`src/rtl/gc_flush_sequencer.sv`:
```
// Global-control sequencer: orders fence.i, returns, traps, interrupts and WFI,
// draining or discarding in-flight work before redirecting fetch.
//
// state      | meaning
// -----------+------------------------------------------------------------
// RESET      | first cycle after reset, loads the clear timer
// INIT_CLEAR | post-reset clear of pipeline state, CLEAR_DEPTH cycles
// IDLE       | normal issue, watching requests, exceptions and interrupts
// DRAIN      | waiting for in-flight work (ifence/ret) or the exception to retire
// WFI_WAIT   | core asleep until interrupt, exception or timeout
// SETTLE     | interrupt must stay pending SETTLE_CYCLES cycles
// INT_DRAIN  | interrupt accepted, waiting for pipeline to empty
// FLUSH      | one-cycle redirect with pc_override
// DISCARD    | squashing leftovers until issue count and stores are empty
module gc_flush_sequencer #(
  parameter int NUM_SOURCES   = 4,
  parameter int ID_W          = 3,
  parameter int SETTLE_CYCLES = 2,
  parameter int WFI_TIMEOUT   = 0,
  parameter int CLEAR_DEPTH   = 64,
  localparam int SEL_W        = (NUM_SOURCES > 1) ? $clog2(NUM_SOURCES) : 1
) (
  input  logic                        clk,
  input  logic                        rst,
  input  logic                        req_valid,
  input  logic [1:0]                  req_type,
  input  logic [31:0]                 req_pc_p4,
  input  logic [NUM_SOURCES-1:0]      exc_valid,
  input  logic [NUM_SOURCES*ID_W-1:0] exc_id,
  input  logic [SEL_W-1:0]            exc_src_sel,
  input  logic [ID_W-1:0]             oldest_id,
  input  logic                        interrupt_pending,
  input  logic [ID_W:0]               post_issue_count,
  input  logic                        sq_empty,
  input  logic                        stores_pending,
  input  logic [31:0]                 trap_target_pc,
  input  logic [31:0]                 epc,
  output logic [NUM_SOURCES-1:0]      exc_ack,
  output logic                        fetch_hold,
  output logic                        issue_hold,
  output logic                        retire_hold,
  output logic                        writeback_suppress,
  output logic                        init_clear,
  output logic                        sq_flush,
  output logic                        pc_override,
  output logic [31:0]                 pc,
  output logic                        exception_taken,
  output logic                        interrupt_taken,
  output logic                        mret,
  output logic                        sret,
  output logic                        wfi_active
);

  localparam logic [1:0] REQ_IFENCE = 2'd0;
  localparam logic [1:0] REQ_MRET   = 2'd1;
  localparam logic [1:0] REQ_SRET   = 2'd2;
  localparam logic [1:0] REQ_WFI    = 2'd3;

  localparam int CLR_W = (CLEAR_DEPTH > 1) ? $clog2(CLEAR_DEPTH) : 1;
  localparam int ST_W  = $clog2(SETTLE_CYCLES + 1);
  localparam int WT_W  = (WFI_TIMEOUT > 1) ? $clog2(WFI_TIMEOUT) : 1;

  localparam logic [CLR_W-1:0] CLR_LOAD  = CLR_W'(CLEAR_DEPTH - 1);
  localparam logic [ST_W-1:0]  ST_TC     = ST_W'(SETTLE_CYCLES);
  localparam logic [WT_W-1:0]  WT_LOAD   = (WFI_TIMEOUT > 0) ? WT_W'(WFI_TIMEOUT - 1) : '0;
  localparam bit               WFI_TO_EN = (WFI_TIMEOUT > 0);

  typedef enum logic [3:0] {
    S_RESET,
    S_INIT_CLEAR,
    S_IDLE,
    S_DRAIN,
    S_WFI_WAIT,
    S_SETTLE,
    S_INT_DRAIN,
    S_FLUSH,
    S_DISCARD
  } state_t;

  state_t state, next_state;

  logic [CLR_W-1:0] clr_cnt;
  logic [ST_W-1:0]  settle_cnt;
  logic [ST_W-1:0]  settle_nxt;
  logic [WT_W-1:0]  wfi_cnt;

  logic        ifence_q, mret_q, sret_q;
  logic [31:0] pc_p4_q;

  logic            sel_valid;
  logic [ID_W-1:0] sel_id;
  logic            exc_hit, exc_any, post_idle, ret_q, flush_entry, take_exc, take_int;
  logic [31:0]     redirect_pc;

  always_comb begin
    sel_valid = 1'b0;
    sel_id    = '0;
    for (int i = 0; i < NUM_SOURCES; i++) begin
      if (exc_src_sel == SEL_W'(i)) begin
        sel_valid = exc_valid[i];
        sel_id    = exc_id[i*ID_W +: ID_W];
      end
    end
  end

  assign exc_hit    = sel_valid && (sel_id == oldest_id);
  assign exc_any    = |exc_valid;
  assign post_idle  = (post_issue_count == '0) && sq_empty;
  assign ret_q      = mret_q || sret_q;
  assign settle_nxt = settle_cnt + ST_W'(1);

  always_comb begin
    next_state = state;
    case (state)
      S_RESET:      next_state = S_INIT_CLEAR;
      S_INIT_CLEAR: if (clr_cnt == '0) next_state = S_IDLE;
      S_IDLE: begin
        if (exc_hit)                                              next_state = S_FLUSH;
        else if ((req_valid && req_type != REQ_WFI) || exc_any)   next_state = S_DRAIN;
        else if (req_valid)                                       next_state = S_WFI_WAIT;
        else if (interrupt_pending)                               next_state = S_SETTLE;
      end
      S_DRAIN:
        if (exc_hit || ((ifence_q || ret_q) && post_idle)) next_state = S_FLUSH;
      S_WFI_WAIT: begin
        if (exc_hit)                            next_state = S_FLUSH;
        else if (interrupt_pending)             next_state = S_SETTLE;
        else if (WFI_TO_EN && wfi_cnt == '0)    next_state = S_IDLE;
      end
      S_SETTLE: begin
        if (!interrupt_pending)       next_state = S_IDLE;
        else if (settle_nxt == ST_TC) next_state = S_INT_DRAIN;
      end
      S_INT_DRAIN: if (post_idle || exc_hit) next_state = S_FLUSH;
      S_FLUSH:     next_state = S_DISCARD;
      S_DISCARD:
        if (post_issue_count == '0 && !stores_pending) next_state = S_IDLE;
      default:     next_state = S_RESET;
    endcase
  end

  // Cause priority on FLUSH entry: exception, then ret/ifence, then interrupt.
  assign flush_entry = (next_state == S_FLUSH) && (state != S_FLUSH);
  assign take_exc    = flush_entry && exc_hit;
  assign take_int    = flush_entry && !exc_hit && !ifence_q && !ret_q && (state == S_INT_DRAIN);

  assign exception_taken = take_exc;
  assign interrupt_taken = take_int;
  assign mret            = flush_entry && !exc_hit && mret_q;
  assign sret            = flush_entry && !exc_hit && sret_q;

  always_comb begin
    exc_ack = '0;
    for (int i = 0; i < NUM_SOURCES; i++)
      exc_ack[i] = take_exc && (exc_src_sel == SEL_W'(i));
  end

  always_comb begin
    redirect_pc = trap_target_pc;
    if (!exc_hit) begin
      if (ifence_q)   redirect_pc = pc_p4_q;
      else if (ret_q) redirect_pc = epc;
    end
  end

  always_ff @(posedge clk or negedge rst) begin
    if (!rst) begin
      state              <= S_RESET;
      fetch_hold         <= 1'b1;
      issue_hold         <= 1'b1;
      writeback_suppress <= 1'b1;
      retire_hold        <= 1'b0;
      init_clear         <= 1'b0;
      pc_override        <= 1'b0;
      sq_flush           <= 1'b0;
      wfi_active         <= 1'b0;
      pc                 <= '0;
      clr_cnt            <= '0;
      settle_cnt         <= '0;
      wfi_cnt            <= '0;
      ifence_q           <= 1'b0;
      mret_q             <= 1'b0;
      sret_q             <= 1'b0;
      pc_p4_q            <= '0;
    end else begin
      state              <= next_state;
      fetch_hold         <= next_state inside {S_INIT_CLEAR, S_DRAIN, S_FLUSH, S_INT_DRAIN, S_WFI_WAIT};
      issue_hold         <= (next_state != S_IDLE);
      writeback_suppress <= next_state inside {S_INIT_CLEAR, S_DISCARD};
      retire_hold        <= (next_state == S_FLUSH);
      init_clear         <= (next_state == S_INIT_CLEAR);
      pc_override        <= next_state inside {S_FLUSH, S_INIT_CLEAR};
      sq_flush           <= (state == S_DISCARD) && (next_state == S_IDLE);
      wfi_active         <= (next_state == S_WFI_WAIT);

      if (flush_entry) pc <= redirect_pc;

      if (state == S_RESET)                           clr_cnt <= CLR_LOAD;
      else if (state == S_INIT_CLEAR && clr_cnt != '0) clr_cnt <= clr_cnt - CLR_W'(1);

      if (state == S_SETTLE && next_state == S_SETTLE) settle_cnt <= settle_nxt;
      else                                             settle_cnt <= '0;

      if (state == S_IDLE && next_state == S_WFI_WAIT)  wfi_cnt <= WT_LOAD;
      else if (state == S_WFI_WAIT && wfi_cnt != '0)    wfi_cnt <= wfi_cnt - WT_W'(1);

      // Flag clearing on flush wins over a request seen in the same cycle.
      if (flush_entry) begin
        ifence_q <= 1'b0;
        mret_q   <= 1'b0;
        sret_q   <= 1'b0;
      end else if (state == S_IDLE && req_valid) begin
        ifence_q <= (req_type == REQ_IFENCE);
        mret_q   <= (req_type == REQ_MRET);
        sret_q   <= (req_type == REQ_SRET);
        pc_p4_q  <= req_pc_p4;
      end
    end
  end

endmodule
```
`config.mk`:
```
export PLATFORM = sky130hd
export DESIGN_NAME = gc_flush_sequencer
export DESIGN_NICKNAME = d
export VERILOG_FILES = /design/src/rtl/gc_flush_sequencer.sv
export SDC_FILE = /design/constraint.sdc
export NUM_CORES = 1
export LEC_CHECK = 0
export ABC_CLOCK_PERIOD_IN_PS = 5250
export BUFFER_PORTS_ARGS = -buffer_cell sky130_fd_sc_hd__buf_4
export CAP_MARGIN = 20
export CORE_ASPECT_RATIO = 1.4
export CORE_UTILIZATION = 25
export CTS_CLUSTER_DIAMETER = 40
export DETAILED_ROUTE_END_ITERATION = 7
export GPL_TIMING_DRIVEN = 0
export HOLD_SLACK_MARGIN = 0.1
export SYNTH_ARGS = -nofsm -noshare
export SYNTH_HDL_FRONTEND = slang
export SYNTH_SLANG_ARGS = --single-unit
```
`constraint.sdc`:
```
create_clock -name clk -period 5.25 [get_ports clk]
set_input_delay 0.2625 -clock clk [delete_from_list [all_inputs] [get_ports clk]]
set_output_delay 0.2625 -clock clk [all_outputs]
set_load 0.05 [all_outputs]
```
# Word-level counts from Yosys, hierarchy flattened

Cells that the tools add are included.
W data, S select, Z words.

Multiplexer cells: 32
Add/subtract/negate cells: 2
Bitwise gates (word level): 1
Reductions and logical operators: 43
Eq/ne operators: 26

Operators with widths:

| operator              | count |
|---|---|
| $mux W32              | 3 |
| $mux W4               | 11 |
| $pmux W4 S9           | 1 |
| $eq A4 B3 Y1 const B  | 8 |
| $logic_and A1 B1 Y1   | 21 |
| $eq A4 B2 Y1 const B  | 4 |
| $mux W3               | 4 |
| $mux W6               | 2 |
| $mux W1               | 10 |
| $eq A2 B2 Y1 const B  | 4 |
| $eq A4 B1 Y1 const B  | 2 |
| $eq A4 B4 Y1 const B  | 2 |
| $logic_not A4 Y1      | 2 |
| $reduce_bool A2 Y1    | 4 |
| $logic_not A6 Y1      | 1 |
| $reduce_bool A6 Y1    | 1 |
| $sub A6 B1 Y6 const B | 1 |
| $logic_or A1 B1 Y1    | 5 |
| $reduce_bool A5 Y1    | 1 |
| $eq A2 B1 Y1 const B  | 2 |
| $logic_not A1 Y1      | 4 |
| $logic_not A2 Y1      | 2 |
| $ne A4 B2 Y1 const B  | 1 |
| $ne A4 B3 Y1 const B  | 1 |
| other kinds (7)       | 7 |

Flip-flop bits (word level): 87

# Logic depth before layout (Yosys ltp)

Depth after elaboration: 16
Depth in mapped cells: 10
Depth with buffers taken out: 9

# Worst setup path before layout

Ideal clock, no wire load.

Path kind: input port to output port
Start point: input exc_src_sel[0]
End point: output exc_ack[0]
Path buffers: 1
Path slack: 1.658 ns
Required time: 4.988 ns
Cell stages on the path: 7
Arrival time: 3.329 ns
Cell sequence: buf_6 -> mux4_2 -> xnor2_2 -> nand4_4 -> o311ai_4 -> nand2_4 -> nor4_1

Word-level cells in the longest chain between the ends: 14
Elaborated cells on any way between the ends: 25

RTL lines:

| element                                      | line     | text |
|---|---|---|
| start: declaration                           | 30       | `input logic [SEL_W-1:0] exc_src_sel,` |
| $logic_not A2 Y1                             | 99       | `if (exc_src_sel == SEL_W'(i)) begin` |
| $mux W3 (4 in series)                        | 99       |  |
| $eq A3 B3 Y1                                 | 106      | `assign exc_hit = sel_valid && (sel_id == oldest_id);` |
| $logic_and A1 B1 Y1 *                        | 106      |  |
| $logic_or A1 B1 Y1, on equally long branches | 134, 124 |  |
| $mux W4, on equally long branches            | 134, 124 |  |
| $pmux W4 S9 *                                | 114      | `case (state)` |
| via next_state[0]                            | 80       | `state_t state, next_state;` |
| $eq A4 B3 Y1 *                               | 143      | `assign flush_entry = (next_state == S_FLUSH) && (state != S_FLUSH);` |
| $logic_and A1 B1 Y1 *                        | 143      |  |
| $logic_and A1 B1 Y1 *                        | 144      | `assign take_exc = flush_entry && exc_hit;` |
| $logic_and A1 B1 Y1 *                        | 155      | `exc_ack[i] = take_exc && (exc_src_sel == SEL_W'(i));` |
| end: declaration                             | 38       | `output logic [NUM_SOURCES-1:0] exc_ack,` |

The timed path passes the listed nets; every way through them passes the cells marked *.

# Worst setup path in the final report

Start point: register state[0]
End point: output mret

Word-level cells in the longest chain between the ends: 9
Elaborated cells on any way between the ends: 26

RTL lines:

| element                             | line     | text |
|---|---|---|
| start: declaration                  | 80       |  |
| start signal: assignment            | 186      | `state <= next_state;` |
| $mux W4                             | 121, 127 |  |
| $mux W4                             | 120      | `else if (req_valid) next_state = S_WFI_WAIT;` |
| $mux W4                             | 119      | `else if ((req_valid && req_type != REQ_WFI) \|\| exc_any) next_state = S_DRAIN;` |
| $mux W4                             | 118      | `if (exc_hit) next_state = S_FLUSH;` |
| $pmux W4 S9                         | 114      |  |
| $eq A4 B3 Y1                        | 143      |  |
| $logic_and A1 B1 Y1 *               | 143      |  |
| $logic_and A1 B1 Y1 * (2 in series) | 149      | `assign mret = flush_entry && !exc_hit && mret_q;` |
| end: declaration                    | 49       | `output logic mret,` |

Every way passes the cells marked *; elsewhere a longest branch is shown, timed or not.

==> key figures <==
Clocking
  • Bufs on Longest Clock Path: 2
  • H-tree depth: 3
  • Clk sinks: slightly below 90
  • Root buf cell: clkbuf_16
  • Clk Latency, worst-skew pair: 0.35 ns
  • TritonCTS clock tree: yes
  • Post-CTS Setup Repair Bufs: 0
  • CTS clk-pin slew, worst paths: 0.07 ns
  • Post-CTS Resized: 0
  • CTS Buf Count: 9

Timing
  • Final setup viols: 0
  • Hold Vio Cnt, Final: 0
  • Clk_skew: 0.007527 ns
  • Worst hold margin: 0.1239 ns
  • Slew Viols, Final: 0
  • Period utilization: 64.42%
  • Slew headroom: 60.82%
  • Fin Setup TNS: 0 ns
  • Tightest Pin Transition: 0.5877 ns
  • Tmin final: 3.382 ns
  • RSZ-0062 raised after global routing: false
  • Fmax: 295.7 MHz

Run
  • Max Cap Viol: 0

Floorplan
  • Die Y: 165.3 µm
  • Core box area: 18,600 µm²
  • I/O pin count: 177
  • Die Span X: approximately 120 µm
  • Initial core utilization: 25.61%
  • Rows: 59
  • DIE AREA: about 20,000 µm²

Placed design
  • Inst Count DP: 790
  • Routability Congestion: 0.8492
  • Area of placed instances: 6376 µm²
  • Port Buffers: roughly 170
  • Post-DP HPWL: approximately 11,000 µm

Layout
  • Antenna cells: 0
  • Synthesis-to-layout area growth: 40.65%
  • Fillers: approximately 1,800
  • Non-filler cells, final: about 800
  • Util after Layout: 36.02%
  • Ratio of cells with drive above 1 in the final layout: 51.42%
  • Layout Nets: 690
  • Design Area, Final: 6701 µm²

Route
  • DR vias/cell: 4.828
  • Drt pass-1 iters: 4
  • Final WL: 14,070 µm
  • Vias: 3,901
  • DR WL/cell: 17.41 µm
  • DRC Markers: 0
  • ANT nets after route: 0
  • Iteration-0 DRC count of the detailed router: 174

Logic synthesis
  • Post-synth ARST share: 100.0%
  • Mux share of post-synthesis cell area: 21.64%
  • Cell Area, Synth: 4765 µm²
  • Main combinational cell family by area after synthesis: multiplexers
  • Seq/Total Area, Yosys: 45.77%
  • Yosys warnings: 0
  • Syn Nets: 503
  • Simple-gate share of the synthesized area: slightly above 10%
  • Xor/xnor share of the synthesized area: 1.759%
  • Netlist cell types: 55
  • Most common flop cell mapped by yosys: dfrtp_1
  • Compound-cell area share of the yosys netlist: 15.13%
  • Post-Syn Area per Cell: between 10 and 15 µm²
  • Yosys reg bits: 87
  • Post-synth EDFFs: 0
  • Cell count after synthesis: 372
  • Adder-Cell Fraction of Synth Area: 0.5252%

Global routing
  • GRT met2 Usage: 25.41%
  • Tot GR Track Use: 14.54%
  • Global-route wire length before repair: ~22,000 µm
  • GR Util met3: under 10%
  • Initial antenna violation count: 0
  • Total gr overflow: 0
  • Vias in the first global route: around 4,000
  • Busiest grt layer: met2
  • GR Util met1: 17.64%
  • Largest net degree at the start of global routing: 88

Critical path
  • Worst endpoint data arrival time: ~3.1 ns
  • Crit-path max FO: 10
  • Setup crit end kind: output port
  • R2R Setup Slk: ~2.2 ns
  • Data required, critical path: between 4 and 5 ns
  • R2r startpoint: state[0]
  • Worst r2r dst: pc[12]
  • Critical path class: flop to output port
  • R2R cell count: 8
  • Type of origin of the critical path: flop

Power and ir drop
  • Peak VDD IR: between 100 and 150 µV
  • Pwr per Cell Area: 216.0 nW/µm²
  • P_leak: 3.083 nW

Hold path
  • Hold WC Path Type: input pin to flop
  • Hold Path Cell Cnt: 2
  • Hold endpoint: sq_flush
  • Hold Path Origin: stores_pending

Status
  • Status: finished clean
[state kept, by name (all words and copies together), names as in the netlist, 2 cells and up]
name / count
pc: 32
pc_p4_q: 32
clr_cnt: 6
state: 4
settle_cnt: 2
[critical path, stage by stage (launching register included)]
cell and delay (ns):
dfrtp_1 0.41, or4b_2 0.72, nor3_1 0.33, a311oi_1 0.16, a32oi_2 0.45, nand2_4 0.18
nor3_1 0.26, buf_4 0.25
[power by group]
part	internal [mW]	switching (mW)	total (mW)
Combinational	0.0854	0.0581	0.144
Clock	0.334	0.300	0.634
Sequential	0.670	0	0.670
Total	1.09	0.358	1.45
[stage by stage]
stage          setup slack (ns)  total power [mW]
2_1_floorplan             1.658            0.7244
3_3_place_gp              2.219            0.8219
3_5_place_dp              2.143            0.8252
4_1_cts                   1.820             1.474
5_1_grt                   1.667             1.513
6_report                  1.868             1.447
[cells in the final DEF, fill, tap and decap left out, types with 4 or more instances in the layout]
cell type / count
o2bb2ai_1: 32
mux2_4: 56
nor2_1: 11
buf_4: 175
inv_1: 10
nand2_1: 14
nor2b_1: 4
inv_6: 4
mux4_2: 4
buf_6: 4
mux2_2: 8
nor4_1: 8
clkbuf_1: 16
nor3_1: 7
nand4_1: 4
a21oi_1: 5
and3_1: 4
a22oi_1: 32
clkbuf_16: 9
dfrtp_1: 84
[how the worst max path moves through the flow]
stage                              start         end  slack, ns  cells after the start
after floorplan           exc_src_sel[0]  exc_ack[0]       1.66                      7
after global placement          state[0]      pc[25]       2.22                      8
after detailed placement    exc_valid[0]  pc_p4_q[7]       2.14                      8
after CTS                       state[0]        mret       1.82                      7
after global routing            state[3]        mret       1.67                      8
final                           state[0]        mret       1.87                      7
[per-layer routing]
layer  wire (µm)  share of wire [%]
met5           0                  0
met4         206                1.5
met3         741                5.3
met2        7069                 50
met1        6049                 43
[Yosys cell counts, types with 2 or more instances]
cell	n	area share [%]
a21oi_1	5	0.53
nor3b_1	2	0.32
nand4_1	4	0.53
or3_1	3	0.39
nor2_1	11	0.87
o2bb2ai_1	32	5.9
or4b_2	2	0.42
xnor2_1	3	0.55
and2_1	2	0.26
or4_1	3	0.47
nand4b_1	3	0.55
a31o_2	2	0.37
clkbuf_1	16	1.3
dfstp_2	3	1.7
buf_12	3	1.3
dfrtp_1	84	44
or2_2	3	0.39
mux4_2	4	1.9
o21ai_0	2	0.21
o31a_1	3	0.55
a22oi_1	32	5.0
o211ai_1	2	0.32
nand2b_1	3	0.39
xnor2_2	3	1.0
nor3_1	7	0.74
ha_1	2	0.53
buf_2	3	0.32
mux2_2	8	1.9
buf_6	4	0.95
inv_1	10	0.79
nand3_1	3	0.32
nor4_1	8	1.1
and3_1	4	0.53
mux2_4	56	18
nand2_1	14	1.1
nor2b_1	4	0.53
[area by class of cell]
cell class                 count  area (µm²)  share of cell area (%)
buffer                        28       191.4                   2.857
clock buffer                   9       225.2                   3.361
clock inverter                 7       62.56                  0.9335
inverter                      11       46.29                  0.6908
multi-input combinational    246        2346                   35.01
sequential                    87        2181                   32.54
tap                          244       305.3                   4.556
timing repair buffer         176        1344                   20.05
[kinds of logic after synthesis]
| kind of cell | Yosys count |
|---|---|
| xor+xnor | 7 |
| fa+ha+maj | 2 |
| mux | 69 |
| simple gates | 81 |
| flops | 87 |
| buf+inv | 39 |
| compound gates | 87 |
[repair_timing]
item | in CTS | in global routing
hold buffers | 0 | 1
setup endpoints to repair | 0 | 0
hold endpoints to repair | 0 | 19
No activity file was read; power rests on OpenSTA's default activity.
